<file path="src/rtl/tl_req_arbiter_pkg.sv">
// Shared widths, command/status encodings and FSM state type for the
// tl_top request arbiter slice.
package tl_req_arbiter_pkg;

  localparam int unsigned TL_ADDR_BITS   = 32;
  localparam int unsigned TL_SIZE_BITS   = 3;
  localparam int unsigned TL_SOURCE_BITS = 4;
  localparam int unsigned TL_DATA_BYTES  = 8;
  localparam int unsigned TL_DATA_BITS   = TL_DATA_BYTES * 8;
  localparam int unsigned REQ_IDX_BITS   = 3;

  localparam logic [1:0] TX_GET        = 2'b00;
  localparam logic [1:0] TX_PUTFULL    = 2'b01;
  localparam logic [1:0] TX_PUTPARTIAL = 2'b10;
  localparam logic [1:0] TX_RESERVED   = 2'b11;

  localparam logic [1:0] RSP_OK      = 2'b00;
  localparam logic [1:0] RSP_TIMEOUT = 2'b01;
  localparam logic [1:0] RSP_BADTYPE = 2'b10;

  typedef enum logic [1:0] {
    ST_IDLE,
    ST_WAIT,
    ST_RESP
  } arb_state_e;

  // Successor of requester index g in an n-entry ring.
  function automatic logic [REQ_IDX_BITS-1:0] rr_next(input logic [REQ_IDX_BITS-1:0] g,
                                                      input int unsigned n);
    return (32'(g) + 32'd1 >= n) ? '0 : g + REQ_IDX_BITS'(1);
  endfunction

endpackage

</file>
<file path="src/rtl/tl_rr_picker.sv">
// Combinational round-robin search: first set req_valid bit at or after
// rr_ptr, wrapping modulo N_REQ.
module tl_rr_picker
  import tl_req_arbiter_pkg::*;
#(
  parameter int unsigned N_REQ = 4
) (
  input  logic [N_REQ-1:0]        req_valid,
  input  logic [REQ_IDX_BITS-1:0] rr_ptr,
  output logic [N_REQ-1:0]        grant,
  output logic [REQ_IDX_BITS-1:0] grant_idx,
  output logic                    grant_any
);

  always_comb begin
    int unsigned idx;
    grant     = '0;
    grant_idx = '0;
    grant_any = 1'b0;
    idx       = 0;
    for (int unsigned k = 0; k < N_REQ; k++) begin
      // rr_ptr < N_REQ, so one conditional subtract replaces a modulo
      idx = 32'(rr_ptr) + k;
      if (idx >= N_REQ) idx = idx - N_REQ;
      if (!grant_any && req_valid[idx]) begin
        grant_any  = 1'b1;
        grant[idx] = 1'b1;
        grant_idx  = REQ_IDX_BITS'(idx);
      end
    end
  end

endmodule

</file>
<file path="src/rtl/tl_req_arbiter.sv">
// Round-robin arbiter/sequencer sharing the single tl_top command port
// between N_REQ requesters; one transaction in flight at a time.
module tl_req_arbiter
  import tl_req_arbiter_pkg::*;
#(
  parameter int unsigned N_REQ       = 4,
  parameter int unsigned SOURCE_BASE = 1,
  parameter int unsigned TIMEOUT     = 100
) (
  input  logic                           clk,
  input  logic                           rst_n,
  input  logic [N_REQ-1:0]               req_valid,
  output logic [N_REQ-1:0]               req_ready,
  input  logic [2*N_REQ-1:0]             req_type,
  input  logic [N_REQ*TL_ADDR_BITS-1:0]  req_addr,
  input  logic [N_REQ*TL_SIZE_BITS-1:0]  req_size,
  input  logic [N_REQ*TL_DATA_BITS-1:0]  req_wdata,
  input  logic [N_REQ*TL_DATA_BYTES-1:0] req_wmask,
  output logic [N_REQ-1:0]               rsp_valid,
  output logic [1:0]                     rsp_status,
  output logic [TL_DATA_BITS-1:0]        rsp_rdata,
  output logic                           start_transaction,
  output logic [1:0]                     transaction_type,
  output logic [TL_ADDR_BITS-1:0]        address,
  output logic [TL_SIZE_BITS-1:0]        size,
  output logic [TL_SOURCE_BITS-1:0]      source,
  output logic [TL_DATA_BITS-1:0]        write_data,
  output logic [TL_DATA_BYTES-1:0]       write_mask,
  input  logic                           transaction_done,
  input  logic [TL_DATA_BITS-1:0]        read_data,
  output logic                           busy,
  output logic [REQ_IDX_BITS-1:0]        grant_id
);

  localparam logic [7:0] TIMEOUT_LAST = 8'(TIMEOUT - 1);

  arb_state_e                 state_q, state_d;
  logic [REQ_IDX_BITS-1:0]    rr_ptr_q, rr_ptr_d;
  logic [7:0]                 cnt_q, cnt_d;

  logic                       start_d;
  logic [N_REQ-1:0]           rsp_valid_d;
  logic [1:0]                 rsp_status_d;
  logic [TL_DATA_BITS-1:0]    rsp_rdata_d;
  logic [1:0]                 type_d;
  logic [TL_ADDR_BITS-1:0]    addr_d;
  logic [TL_SIZE_BITS-1:0]    size_d;
  logic [TL_SOURCE_BITS-1:0]  source_d;
  logic [TL_DATA_BITS-1:0]    wdata_d;
  logic [TL_DATA_BYTES-1:0]   wmask_d;
  logic [REQ_IDX_BITS-1:0]    grant_id_d;

  logic [N_REQ-1:0]           pick_grant;
  logic [REQ_IDX_BITS-1:0]    pick_idx;
  logic                       pick_any;

  logic [1:0]                 sel_type;
  logic [TL_ADDR_BITS-1:0]    sel_addr;
  logic [TL_SIZE_BITS-1:0]    sel_size;
  logic [TL_DATA_BITS-1:0]    sel_wdata;
  logic [TL_DATA_BYTES-1:0]   sel_wmask;

  tl_rr_picker #(.N_REQ(N_REQ)) u_picker (
    .req_valid (req_valid),
    .rr_ptr    (rr_ptr_q),
    .grant     (pick_grant),
    .grant_idx (pick_idx),
    .grant_any (pick_any)
  );

  assign req_ready = (state_q == ST_IDLE) ? pick_grant : '0;
  assign busy      = (state_q != ST_IDLE);

  always_comb begin
    sel_type  = '0;
    sel_addr  = '0;
    sel_size  = '0;
    sel_wdata = '0;
    sel_wmask = '0;
    for (int unsigned i = 0; i < N_REQ; i++) begin
      if (pick_grant[i]) begin
        sel_type  = req_type[2*i +: 2];
        sel_addr  = req_addr[i*TL_ADDR_BITS +: TL_ADDR_BITS];
        sel_size  = req_size[i*TL_SIZE_BITS +: TL_SIZE_BITS];
        sel_wdata = req_wdata[i*TL_DATA_BITS +: TL_DATA_BITS];
        sel_wmask = req_wmask[i*TL_DATA_BYTES +: TL_DATA_BYTES];
      end
    end
  end

  always_comb begin
    state_d      = state_q;
    rr_ptr_d     = rr_ptr_q;
    cnt_d        = cnt_q;
    start_d      = 1'b0;
    rsp_valid_d  = '0;
    rsp_status_d = rsp_status;
    rsp_rdata_d  = rsp_rdata;
    type_d       = transaction_type;
    addr_d       = address;
    size_d       = size;
    source_d     = source;
    wdata_d      = write_data;
    wmask_d      = write_mask;
    grant_id_d   = grant_id;

    case (state_q)
      ST_IDLE: begin
        if (pick_any) begin
          type_d     = sel_type;
          addr_d     = sel_addr;
          size_d     = sel_size;
          wdata_d    = sel_wdata;
          wmask_d    = sel_wmask;
          source_d   = TL_SOURCE_BITS'(SOURCE_BASE + 32'(pick_idx));
          grant_id_d = pick_idx;
          rr_ptr_d   = rr_next(pick_idx, N_REQ);
          if (sel_type == TX_RESERVED) begin
            rsp_status_d = RSP_BADTYPE;
            rsp_rdata_d  = '0;
            rsp_valid_d  = pick_grant;
            state_d      = ST_RESP;
          end else begin
            start_d = 1'b1;
            cnt_d   = '0;
            state_d = ST_WAIT;
          end
        end
      end
      ST_WAIT: begin
        // Nothing is sampled or counted during the start cycle, so a
        // timeout strobe lands TIMEOUT+1 cycles after start_transaction.
        if (!start_transaction) begin
          if (transaction_done || cnt_q == TIMEOUT_LAST) begin
            for (int unsigned i = 0; i < N_REQ; i++)
              if (grant_id == REQ_IDX_BITS'(i)) rsp_valid_d[i] = 1'b1;
            state_d = ST_RESP;
            if (transaction_done) begin
              rsp_status_d = RSP_OK;
              rsp_rdata_d  = (transaction_type == TX_GET) ? read_data : '0;
            end else begin
              rsp_status_d = RSP_TIMEOUT;
              rsp_rdata_d  = '0;
            end
          end else begin
            cnt_d = cnt_q + 8'd1;
          end
        end
      end
      ST_RESP: state_d = ST_IDLE;
      default: state_d = ST_IDLE;
    endcase
  end

  always_ff @(posedge clk or negedge rst_n) begin
    if (!rst_n) begin
      state_q           <= ST_IDLE;
      rr_ptr_q          <= '0;
      cnt_q             <= '0;
      start_transaction <= 1'b0;
      rsp_valid         <= '0;
      rsp_status        <= RSP_OK;
      rsp_rdata         <= '0;
      transaction_type  <= TX_GET;
      address           <= '0;
      size              <= TL_SIZE_BITS'(3);
      source            <= '0;
      write_data        <= '0;
      write_mask        <= '1;
      grant_id          <= '0;
    end else begin
      state_q           <= state_d;
      rr_ptr_q          <= rr_ptr_d;
      cnt_q             <= cnt_d;
      start_transaction <= start_d;
      rsp_valid         <= rsp_valid_d;
      rsp_status        <= rsp_status_d;
      rsp_rdata         <= rsp_rdata_d;
      transaction_type  <= type_d;
      address           <= addr_d;
      size              <= size_d;
      source            <= source_d;
      write_data        <= wdata_d;
      write_mask        <= wmask_d;
      grant_id          <= grant_id_d;
    end
  end

endmodule

</file>
<file path="config.mk">
export PLATFORM = sky130hd
export DESIGN_NAME = tl_req_arbiter
export DESIGN_NICKNAME = d
export VERILOG_FILES = /design/src/rtl/tl_req_arbiter_pkg.sv /design/src/rtl/tl_rr_picker.sv /design/src/rtl/tl_req_arbiter.sv
export SDC_FILE = /design/constraint.sdc
export NUM_CORES = 1
export LEC_CHECK = 0
export CAP_MARGIN = 20
export CORE_AREA = 2 2 276 278
export CTS_BUF_LIST = sky130_fd_sc_hd__clkbuf_16
export CTS_CLUSTER_SIZE = 28
export DETAILED_ROUTE_END_ITERATION = 6
export DIE_AREA = 0 0 278 280
export PLACE_DENSITY = 0.36
export SLEW_MARGIN = 5
export SYNTH_ARGS = -nofsm -noshare
export SYNTH_HDL_FRONTEND = slang
export SYNTH_SLANG_ARGS = --single-unit
</file>
<file path="constraint.sdc">
create_clock -name clk -period 8.17 [get_ports clk]
set_clock_uncertainty 0.05 [all_clocks]
set_input_delay 1.634 -clock clk [delete_from_list [all_inputs] [get_ports clk]]
set_output_delay 1.634 -clock clk [all_outputs]
set_load 0.03 [all_outputs]
</file>
* Word level (Yosys, flattened, before mapping) *
Cells that the tools add are included.

operators by class
  shift operators = 0
  add/sub/neg operators = 10
  order comparisons = 13
  reduce and logical (&&, ||, !) cells = 20
  $mul = 0
  bitwise operators = 3
  equal/unequal tests = 12
  mux-type cells = 89
  div/mod/pow operators = 0

operators by type and width
  kind                   number
  $mux 64                10
  $mux 32                8
  $ge 32x1->1 const B    4
  $lt 32x3->1 const B    4
  $pmux 64 s2            1
  $ge 32x3->1 const B    3
  $sub 32x3->32 const B  3
  $mux 8                 8
  $mux 4                 9
  $mux 3                 9
  $mux 2                 12
  $mux 1                 20
  $pmux 8 s2             1
  $or 4x4->4             3
  $ne 2x2->1 const B     5
  $reduce_and 5->1       2
  $add 3x1->4 const B    2
  $add 3x2->4 const B    2
  $add 8x1->8 const B    1
  $bmux 1 s2             4
  $demux 1 s2            4
  $eq 8x7->1 const B     1
  $pmux 2 s2             2
  $pmux 4 s2             1
  other kinds (17)       28

word-level totals
  register bits after elaboration = 200
  latch bits = 0
  input port bits = 507
  word-level logic and storage cells = 161
  bits in writable memories = 0
  memories kept = 0
  memory bits (read-only) = 0
  output and inout bits = 192

* Logic depth before layout (Yosys ltp) *
Gate-level depths: netlist of the first run.

  word-level depth = 22
  depth in mapped cells = 15
  gate-level depth less buffers = 10

* Cells and area by module *
Synthesis of the first run repeated with hierarchy kept, for this count alone.

unflattened totals
  cells, all modules = 1,209
  area total of the unflattened synthesis = 10,953.0 µm²

by module, submodules not included
  module          times used  cells an instance  sequential area each (µm²)  area an instance (µm²)
  tl_req_arbiter  1           1,139              5,017.3                     10,380.0
  tl_rr_picker    1           70                 0.0                         573.0

* Worst setup path before layout of the first run *
No wires, ideal clock.

  kind = input port to output port
  start point = in req_valid[3]
  end point = out req_ready[2]
  stages on the path = 10
  data required time = 6,486 ps
  data arrival time = 4,049 ps
  buffers on the path = 5
  path slack = 2,437 ps
  path through = buf_2 -> mux4_2 -> clkbuf_1 -> and2_1 -> a211oi_1 -> and2_1 -> clkbuf_1 -> clkbuf_1 -> buf_1 -> nor2_1

on the way
  word-level cells in the longest chain between the ends = 13
  elaborated cells on any way between the ends = 25
  those cells by class = 16 x mux; 3 x bitwise; 6 x reduce/logical

ends and longest elaborated chain
  item                          RTL line              RTL
  start, declared               tl_req_arbiter.sv:12  input logic [N_REQ-1:0] req_valid,
  $bmux 1 s2                    tl_rr_picker.sv:25    if (!grant_any && req_valid[idx]) begin
  $mux 1 (not written as such)  tl_rr_picker.sv:25
  $mux 1                        tl_rr_picker.sv:25
  $logic_not 1->1               tl_rr_picker.sv:25
  $logic_and 1x1->1             tl_rr_picker.sv:25
  $mux 1                        tl_rr_picker.sv:25
  $logic_not 1->1               tl_rr_picker.sv:25
  $logic_and 1x1->1             tl_rr_picker.sv:25
  $mux 1                        tl_rr_picker.sv:25
  $logic_not 1->1               tl_rr_picker.sv:25
  $logic_and 1x1->1             tl_rr_picker.sv:25
  $mux 4 *                      tl_rr_picker.sv:25
  $mux 4 *                      tl_req_arbiter.sv:71  assign req_ready = (state_q == ST_IDLE) ? pick_grant : '0;
  end, declared                 tl_req_arbiter.sv:13  output logic [N_REQ-1:0] req_ready,

Every way passes the cells marked *; elsewhere a longest branch is shown, timed or not. The select of a mux whose other input is x is not followed.

* Worst setup path after layout of the first run *
  start point = in req_valid[2]
  end point = out req_ready[1]

Same word-level chain as after synthesis.

==> impl_metrics.xml, run 1 <==
<?xml version="1.0" encoding="UTF-8"?>
<metrics>
  <group name="clock_network">
    <metric name="cts_setup_buffers" unit="">0</metric>
    <metric name="postCtsHoldBufs" unit="">0</metric>
    <metric name="cts.htree.levels" unit="">4</metric>
    <metric name="numCtsBuffers" unit="">17</metric>
    <metric name="clkSlewWorstSetupHoldPaths" unit="ns">0.08</metric>
    <metric name="clock_tree.buffer_depth" unit="">2</metric>
    <metric name="clk-insertion-delay-late" unit="ns">0.49</metric>
    <metric name="cts.root.buffer_cell" unit="">sky130_fd_sc_hd__clkbuf_16</metric>
    <metric name="cts_repair_resize_count" unit="">0</metric>
    <metric name="cts_tree" unit="">built</metric>
    <metric name="cts_num_sinks" unit="">200</metric>
  </group>
  <group name="logic_synthesis">
    <metric name="synth.cells.most_frequent" unit="">sky130_fd_sc_hd__nor2_1, sky130_fd_sc_hd__a21oi_1, sky130_fd_sc_hd__dfrtp_1</metric>
    <metric name="register_bit_total_from_synthesis" unit="">200</metric>
    <metric name="synthesis.instances" unit="">1210</metric>
    <metric name="yosys.cell_types.count" unit="">63</metric>
    <metric name="postSynth.asyncResetShare" unit="%">100</metric>
    <metric name="synth.top_cells.by_area" unit="">sky130_fd_sc_hd__dfrtp_1, sky130_fd_sc_hd__a21oi_1, sky130_fd_sc_hd__nor2_1</metric>
    <metric name="netlist_area" unit="um^2">10900</metric>
    <metric name="netlist.top_cell.by_area" unit="">sky130_fd_sc_hd__dfrtp_1</metric>
    <metric name="synth.yosys.seq_area_share" unit="%">46.2</metric>
    <metric name="synth_area_per_cell" unit="um^2">8.98</metric>
    <metric name="synth_largest_type_area_fraction" unit="%">43.8</metric>
    <metric name="syn_nets" unit="">1727</metric>
    <metric name="ys_dominant_reg_cell" unit="">sky130_fd_sc_hd__dfrtp_1</metric>
    <metric name="synth-warning-count" unit="">0</metric>
    <metric name="yosys.cell_count.top_type" unit="">sky130_fd_sc_hd__nor2_1</metric>
    <metric name="synth-edff-count" unit="">0</metric>
  </group>
  <group name="timing">
    <metric name="max_freq" unit="MHz">157</metric>
    <metric name="worstMarginPinSlew" unit="ns">1.00</metric>
    <metric name="worst_slack" unit="ns">1.81</metric>
    <metric name="setup-violations-final" unit="">0</metric>
    <metric name="finalCritPeriodShare" unit="%">77.9</metric>
    <metric name="report.final.hold_viol_count" unit="">0</metric>
    <metric name="layout_min_cycle_time" unit="ns">6.36</metric>
    <metric name="rsz0062_at_grt" unit="">no</metric>
    <metric name="fin_tns_setup" unit="ns">0</metric>
    <metric name="worst_hold_check_slack" unit="ns">0.433</metric>
    <metric name="maxSlewViolCount" unit="">0</metric>
    <metric name="worst_slew_margin_rel" unit="%">33.2</metric>
  </group>
  <group name="worst_hold_path">
    <metric name="timing.hold.worst_endpoint" unit="">source[0]</metric>
    <metric name="min-delay-path-class" unit="">reg2reg</metric>
    <metric name="hold_depth" unit="">2</metric>
    <metric name="timing.hold.worst.start" unit="">source[0]</metric>
  </group>
  <group name="die">
    <metric name="chipHeight" unit="um">280</metric>
    <metric name="fp.dieArea" unit="um^2">77800</metric>
    <metric name="ioPinCount" unit="">699</metric>
    <metric name="area_of_the_core_region" unit="um^2">75200</metric>
    <metric name="core.rowCount" unit="">101</metric>
    <metric name="start_util" unit="%">14.5</metric>
    <metric name="fp.dieW" unit="um">278</metric>
  </group>
  <group name="routing">
    <metric name="dr.first_iter.drc_count" unit="">526</metric>
    <metric name="ant_nets" unit="">0</metric>
    <metric name="totalWireLength" unit="um">59000</metric>
    <metric name="num_vias" unit="">11900</metric>
    <metric name="drc_errors" unit="">0</metric>
    <metric name="detail_route.first_pass.iterations" unit="">5</metric>
    <metric name="avgRoutedWirePerCell" unit="um">20.9</metric>
    <metric name="route.detailed.vias_per_inst" unit="">4.21</metric>
  </group>
  <group name="setup_path">
    <metric name="rrSetupSlack" unit="ns">2.66</metric>
    <metric name="setup.worst_path.class" unit="">in2out</metric>
    <metric name="regToRegStartpoint" unit="">rr_ptr_q[0]</metric>
    <metric name="critical_path_required" unit="ns">6.49</metric>
    <metric name="worst_r2r_path_depth" unit="">11</metric>
    <metric name="worst_reg2reg_endpoint" unit="">write_data[49]</metric>
    <metric name="worst_setup_path_end_kind" unit="">output pin</metric>
    <metric name="critical_path.max_fanout" unit="">12</metric>
    <metric name="critical_path.startpoint_type" unit="">primary input</metric>
    <metric name="critical_path.startpoint" unit="">req_valid[2]</metric>
    <metric name="crit_arrival" unit="ns">4.68</metric>
  </group>
  <group name="place">
    <metric name="postPlaceCellArea" unit="um^2">18800</metric>
    <metric name="detailedPlacementHpwl" unit="um">45600</metric>
    <metric name="place_inst" unit="">2781</metric>
    <metric name="portBuffers" unit="">698</metric>
    <metric name="globalplace.congestion" unit="">0.803</metric>
    <metric name="dp_slack" unit="ns">1.84</metric>
  </group>
  <group name="cells_and_area">
    <metric name="layout-drive-gt1-share" unit="%">3.98</metric>
    <metric name="design_area" unit="um^2">19400</metric>
    <metric name="area_growth_syn_to_layout" unit="%">78.1</metric>
    <metric name="post_layout_nonfiller_instances" unit="">2819</metric>
    <metric name="layout.nets" unit="">2340</metric>
    <metric name="post-route-util" unit="%">25.7</metric>
  </group>
  <group name="global_routing">
    <metric name="first_pass_grt_wire_length" unit="um">83900</metric>
    <metric name="first_global_vias" unit="">12200</metric>
    <metric name="grt_max_degree" unit="">122</metric>
    <metric name="global_route.usage.total" unit="%">14.7</metric>
    <metric name="antenna_violations_before_repair" unit="">8</metric>
    <metric name="grt_remaining_overflow" unit="">0</metric>
  </group>
  <group name="power">
    <metric name="ir_worst_vdd" unit="uV">220</metric>
    <metric name="post-layout-total-power" unit="mW">8.94</metric>
    <metric name="power_per_cell_area" unit="nW/um^2">462</metric>
    <metric name="static-leakage-power" unit="nW">7.30</metric>
  </group>
  <group name="job">
    <metric name="max-cap-violations" unit="">0</metric>
  </group>
  <group name="status">
    <metric name="status" unit="">finished clean</metric>
  </group>
</metrics>
how the worst max path moves through the flow:
stage / cells past startpoint / end
finish: 7 / req_ready[1]
CTS: 7 / req_ready[1]
global placement: 7 / req_ready[1]
detailed placement: 7 / req_ready[1]
global route: 8 / req_ready[1]
floorplan: 10 / req_ready[2]
worst max-delay path: stages:
cell	delay (ns)
sky130_fd_sc_hd__clkdlybuf4s50_1	0.58
sky130_fd_sc_hd__mux4_2	0.68
sky130_fd_sc_hd__nor4b_1	0.46
sky130_fd_sc_hd__a221o_1	0.36
sky130_fd_sc_hd__nor2_1	0.14
sky130_fd_sc_hd__nor2_1	0.11
sky130_fd_sc_hd__clkdlybuf4s50_1	0.71
cells by family after synthesis:
| group | Yosys count | share of synthesized area (%) |
|---|---|---|
| AOI/OAI and AO/OA | 553 | 34.1 |
| xor gates and xnor gates | 1 | 0.0806 |
| adders and majority gates | 10 | 1.15 |
| buffers and inverters | 132 | 5.00 |
| DFF | 200 | 46.2 |
| muxes | 12 | 1.59 |
| and+or+nand+nor | 302 | 12.0 |
area by class of cell:
class	instances	area, um^2
fillers	8077	55800
repair buffers	715	7160
multi-input cells	878	5340
flip-flops and latches	200	5020
well taps	978	1220
clock buffers	17	425
clock inverters	12	121
inverters	11	41.3
diodes	8	20.0
report_power, final:
part	leakage, nW	switching (mW)	total, mW	internal [mW]
clock	0.266	0.436	0.857	0.421
sequential	2.48	0.305	1.82	1.51
combinational	4.55	3.90	6.27	2.37
state kept, by name, indices dropped and copies added (netlist names):
| register | cells |
|---|---|
| rsp_rdata | 64 |
| write_data | 64 |
| address | 32 |
| cnt_q | 8 |
| write_mask | 8 |
| rsp_valid | 4 |
| source | 4 |
| grant_id | 3 |
| rr_ptr_q | 3 |
| size | 3 |
| rsp_status | 2 |
| state_q | 2 |
| transaction_type | 2 |
| start_transaction | 1 |
placed cells by master (no fill, tap or decap), types with 7 or more instances in the layout:
master,count
sky130_fd_sc_hd__clkdlybuf4s50_1,697
sky130_fd_sc_hd__nor2_1,227
sky130_fd_sc_hd__a21oi_1,219
sky130_fd_sc_hd__dfrtp_1,190
sky130_fd_sc_hd__a211oi_1,109
sky130_fd_sc_hd__a22oi_1,107
sky130_fd_sc_hd__a22o_1,64
sky130_fd_sc_hd__nand2_1,21
sky130_fd_sc_hd__clkbuf_16,17
sky130_fd_sc_hd__o21ai_0,13
sky130_fd_sc_hd__buf_4,13
sky130_fd_sc_hd__inv_1,10
sky130_fd_sc_hd__ha_1,10
sky130_fd_sc_hd__dfstp_2,10
sky130_fd_sc_hd__diode_2,8
sky130_fd_sc_hd__nand3_1,7
routing by layer:
layer	vias to the layer above	routed length, um	GRT usage, %
met3	46	4100	4.83
met2	401	30400	25.9
met5	-	13	0
met4	2	1350	5.54
li1	5751	-	-
met1	5677	23100	16.5
Power figures use the tool's default switching activity.
==> run 2: changes to the inputs <==
--- a/config.mk
+++ b/config.mk
@@ -6,12 +6,12 @@
 export NUM_CORES = 1
 export LEC_CHECK = 0
 export CAP_MARGIN = 20
-export CORE_AREA = 2 2 276 278
+export CORE_AREA = 2 2 274 276
 export CTS_BUF_LIST = sky130_fd_sc_hd__clkbuf_16
 export CTS_CLUSTER_SIZE = 28
 export DETAILED_ROUTE_END_ITERATION = 6
-export DIE_AREA = 0 0 278 280
-export PLACE_DENSITY = 0.36
+export DIE_AREA = 0 0 276 278
+export PLACE_DENSITY = 0.38
 export SLEW_MARGIN = 5
 export SYNTH_ARGS = -nofsm -noshare
 export SYNTH_HDL_FRONTEND = slang
==> constraint.sdc (replaced) <==
create_clock -name clk -period 5.6 [get_ports clk]
set_clock_uncertainty 0.05 [all_clocks]
set_input_delay 1.12 -clock clk [delete_from_list [all_inputs] [get_ports clk]]
set_output_delay 1.12 -clock clk [all_outputs]
set_load 0.03 [all_outputs]
==> impl_metrics.xml, run 2 (same netlist as run 1, synthesis figures left out) <==
<?xml version="1.0" encoding="UTF-8"?>
<metrics>
  <group name="cells_and_area">
    <metric name="layout_commonest_cell" unit="">sky130_fd_sc_hd__clkdlybuf4s50_1</metric>
    <metric name="footprint_of_the_multi_input_gates" unit="um^2">5340</metric>
    <metric name="commonest_non_fill_non_tap_cells_in_the_layout" unit="">sky130_fd_sc_hd__clkdlybuf4s50_1, sky130_fd_sc_hd__nor2_1, sky130_fd_sc_hd__a21oi_1, sky130_fd_sc_hd__dfrtp_1, sky130_fd_sc_hd__a211oi_1</metric>
    <metric name="antenna-diode-count" unit="">0</metric>
    <metric name="sequential_cell_area" unit="um^2">5020</metric>
    <metric name="layout_top_registers" unit="">rsp_rdata x64, write_data x64, address x32</metric>
    <metric name="layout-drive-gt1-share" unit="%">4.35</metric>
    <metric name="area_growth_syn_to_layout" unit="%">79.1</metric>
    <metric name="n_fill_cell" unit="">7860</metric>
    <metric name="layout.nets" unit="">2342</metric>
  </group>
  <group name="place">
    <metric name="dp_slack" unit="ns">0.261</metric>
    <metric name="globalplace.congestion" unit="">0.856</metric>
    <metric name="portBuffers" unit="">698</metric>
    <metric name="detailedPlacementHpwl" unit="um">43300</metric>
  </group>
  <group name="timing">
    <metric name="rsz0062_at_grt" unit="">no</metric>
    <metric name="worst_hold_check_slack" unit="ns">0.438</metric>
    <metric name="fin_tns_setup" unit="ns">0</metric>
    <metric name="maxSlewViolCount" unit="">0</metric>
    <metric name="report.final.hold_viol_count" unit="">0</metric>
    <metric name="finalCritPeriodShare" unit="%">95.2</metric>
    <metric name="layout_min_cycle_time" unit="ns">5.33</metric>
    <metric name="max_freq" unit="MHz">188</metric>
    <metric name="worst_slack" unit="ns">0.271</metric>
    <metric name="worst_slew_margin_rel" unit="%">36.1</metric>
    <metric name="worstMarginPinSlew" unit="ns">0.957</metric>
    <metric name="setup-violations-final" unit="">0</metric>
  </group>
  <group name="die">
    <metric name="fp.dieW" unit="um">276</metric>
    <metric name="start_util" unit="%">14.7</metric>
    <metric name="area_of_the_core_region" unit="um^2">73800</metric>
    <metric name="chipHeight" unit="um">278</metric>
    <metric name="core.rowCount" unit="">100</metric>
    <metric name="fp.dieArea" unit="um^2">76700</metric>
    <metric name="ioPinCount" unit="">699</metric>
  </group>
  <group name="power">
    <metric name="comb_power_share" unit="%">69.9</metric>
    <metric name="pwr-share-seq" unit="%">19.9</metric>
    <metric name="static-leakage-power" unit="nW">7.35</metric>
    <metric name="switching_power" unit="mW">6.81</metric>
    <metric name="internal_power" unit="mW">6.42</metric>
    <metric name="power.clock.fraction" unit="%">10.2</metric>
    <metric name="power_per_cell_area" unit="nW/um^2">680</metric>
    <metric name="ir_worst_vdd" unit="uV">506</metric>
    <metric name="switching_share" unit="%">51.5</metric>
  </group>
  <group name="setup_path">
    <metric name="timing.critical_path.slowest_stage_cell" unit="">sky130_fd_sc_hd__clkdlybuf4s50_1</metric>
    <metric name="cp_slowest_stage_delay" unit="ns">0.70</metric>
    <metric name="cp_cell_sequence" unit="">clkdlybuf4s50_1, mux4_2, nor4b_1, a221o_1, nor2_1, nor2_1, clkdlybuf4s50_1</metric>
    <metric name="critical_path.max_fanout" unit="">12</metric>
    <metric name="critical_path_required" unit="ns">4.43</metric>
    <metric name="worst_setup_path_end_kind" unit="">output pin</metric>
    <metric name="critical_path.startpoint_type" unit="">primary input</metric>
    <metric name="crit_arrival" unit="ns">4.16</metric>
    <metric name="setup.worst_path.class" unit="">in2out</metric>
  </group>
  <group name="clock_network">
    <metric name="numCtsBuffers" unit="">17</metric>
    <metric name="cts_repair_resize_count" unit="">0</metric>
    <metric name="cts.htree.levels" unit="">4</metric>
    <metric name="postCtsHoldBufs" unit="">0</metric>
    <metric name="cts_setup_buffers" unit="">0</metric>
    <metric name="cts.root.buffer_cell" unit="">sky130_fd_sc_hd__clkbuf_16</metric>
    <metric name="cts_num_sinks" unit="">200</metric>
    <metric name="cts_tree" unit="">built</metric>
    <metric name="clock_tree.buffer_depth" unit="">2</metric>
    <metric name="clk-insertion-delay-late" unit="ns">0.48</metric>
    <metric name="clkSlewWorstSetupHoldPaths" unit="ns">0.08</metric>
  </group>
  <group name="routing">
    <metric name="route.detailed.vias_per_inst" unit="">4.25</metric>
    <metric name="dr.first_iter.drc_count" unit="">605</metric>
    <metric name="drc_errors" unit="">41</metric>
    <metric name="totalWireLength" unit="um">56500</metric>
    <metric name="avgRoutedWirePerCell" unit="um">20.1</metric>
    <metric name="ant_nets" unit="">0</metric>
    <metric name="num_vias" unit="">11900</metric>
    <metric name="detail_route.first_pass.iterations" unit="">7</metric>
  </group>
  <group name="global_routing">
    <metric name="grt_remaining_overflow" unit="">0</metric>
    <metric name="first_pass_grt_wire_length" unit="um">82700</metric>
    <metric name="first_global_vias" unit="">12200</metric>
    <metric name="grt_max_degree" unit="">137</metric>
    <metric name="antenna_violations_before_repair" unit="">5</metric>
    <metric name="global_route.usage.total" unit="%">14.4</metric>
  </group>
  <group name="job">
    <metric name="max-cap-violations" unit="">0</metric>
  </group>
  <group name="worst_hold_path">
    <metric name="min-delay-path-class" unit="">reg2reg</metric>
  </group>
  <group name="status">
    <metric name="failed_checks" unit="">design-rule violations</metric>
    <metric name="status" unit="">complete, but fails checks</metric>
  </group>
</metrics>
-- run 2: metal layers --
metal  vias to the layer above  global-route usage [%]  routed length, um
met4                         8                    4.18                933
met2                       462                    25.9              29000
met1                      5653                    16.1              22000
met5                         -                       0                 49
li1                       5745                       -                  -
met3                        45                    4.82               4500
-- run 2: area by class of cell --
cell class | instances | area share [%]
clock buffers | 17 | 2.19
repair buffers | 717 | 37.2
inverters | 11 | 0.212
well taps | 969 | 6.23
flip-flops and latches | 200 | 25.8
clock inverters | 14 | 0.964
multi-input cells | 878 | 27.5
-- run 2: worst paths after layout --
kind	slack [ns]	end	start	cells past startpoint
max in group asynchronous	3.84	write_data[33]	rst_n	2
worst max-delay path	0.27	req_ready[1]	req_valid[2]	7
worst min register to register	0.44	source[1]	source[1]	2
min in group asynchronous	0.52	rsp_rdata[44]	rst_n	1
worst min-delay path	0.44	source[1]	source[1]	2
worst max register to register	1.17	address[22]	rr_ptr_q[1]	11
-- run 2: critical path: cells and delay by family --
kind,cells,cell delay [ns]
AND/OR/NAND/NOR,3,0.77
AO/OA/AOI/OAI,1,0.34
buffers and inverters,2,1.26
multiplexers,1,0.67
-- run 2: per-stage QoR --
| step | utilization [%] | total power, mW | instances | instance area (um^2) |
|---|---|---|---|---|
| 2_1_floorplan | - | 8.40 | 1210 | 10900 |
| 3_3_place_gp | 25.5 | 12.0 | 2775 | 18800 |
| 3_5_place_dp | 25.5 | 12.0 | 2775 | 18800 |
| 4_1_cts | 26.4 | 13.5 | 2806 | 19500 |
| 5_1_grt | 26.4 | 14.3 | 2806 | 19500 |
| 6_report | 26.4 | 13.2 | 2806 | 19500 |
-- run 2: power groups by stage --
stage	registers (mW)	logic [mW]	clock network, mW
final	2.63	9.25	1.35
after global routing	2.73	10.1	1.48
after CTS	2.64	9.43	1.44
after detailed placement	2.65	9.40	0
after global placement	2.65	9.39	0
after floorplan	3.90	4.50	0
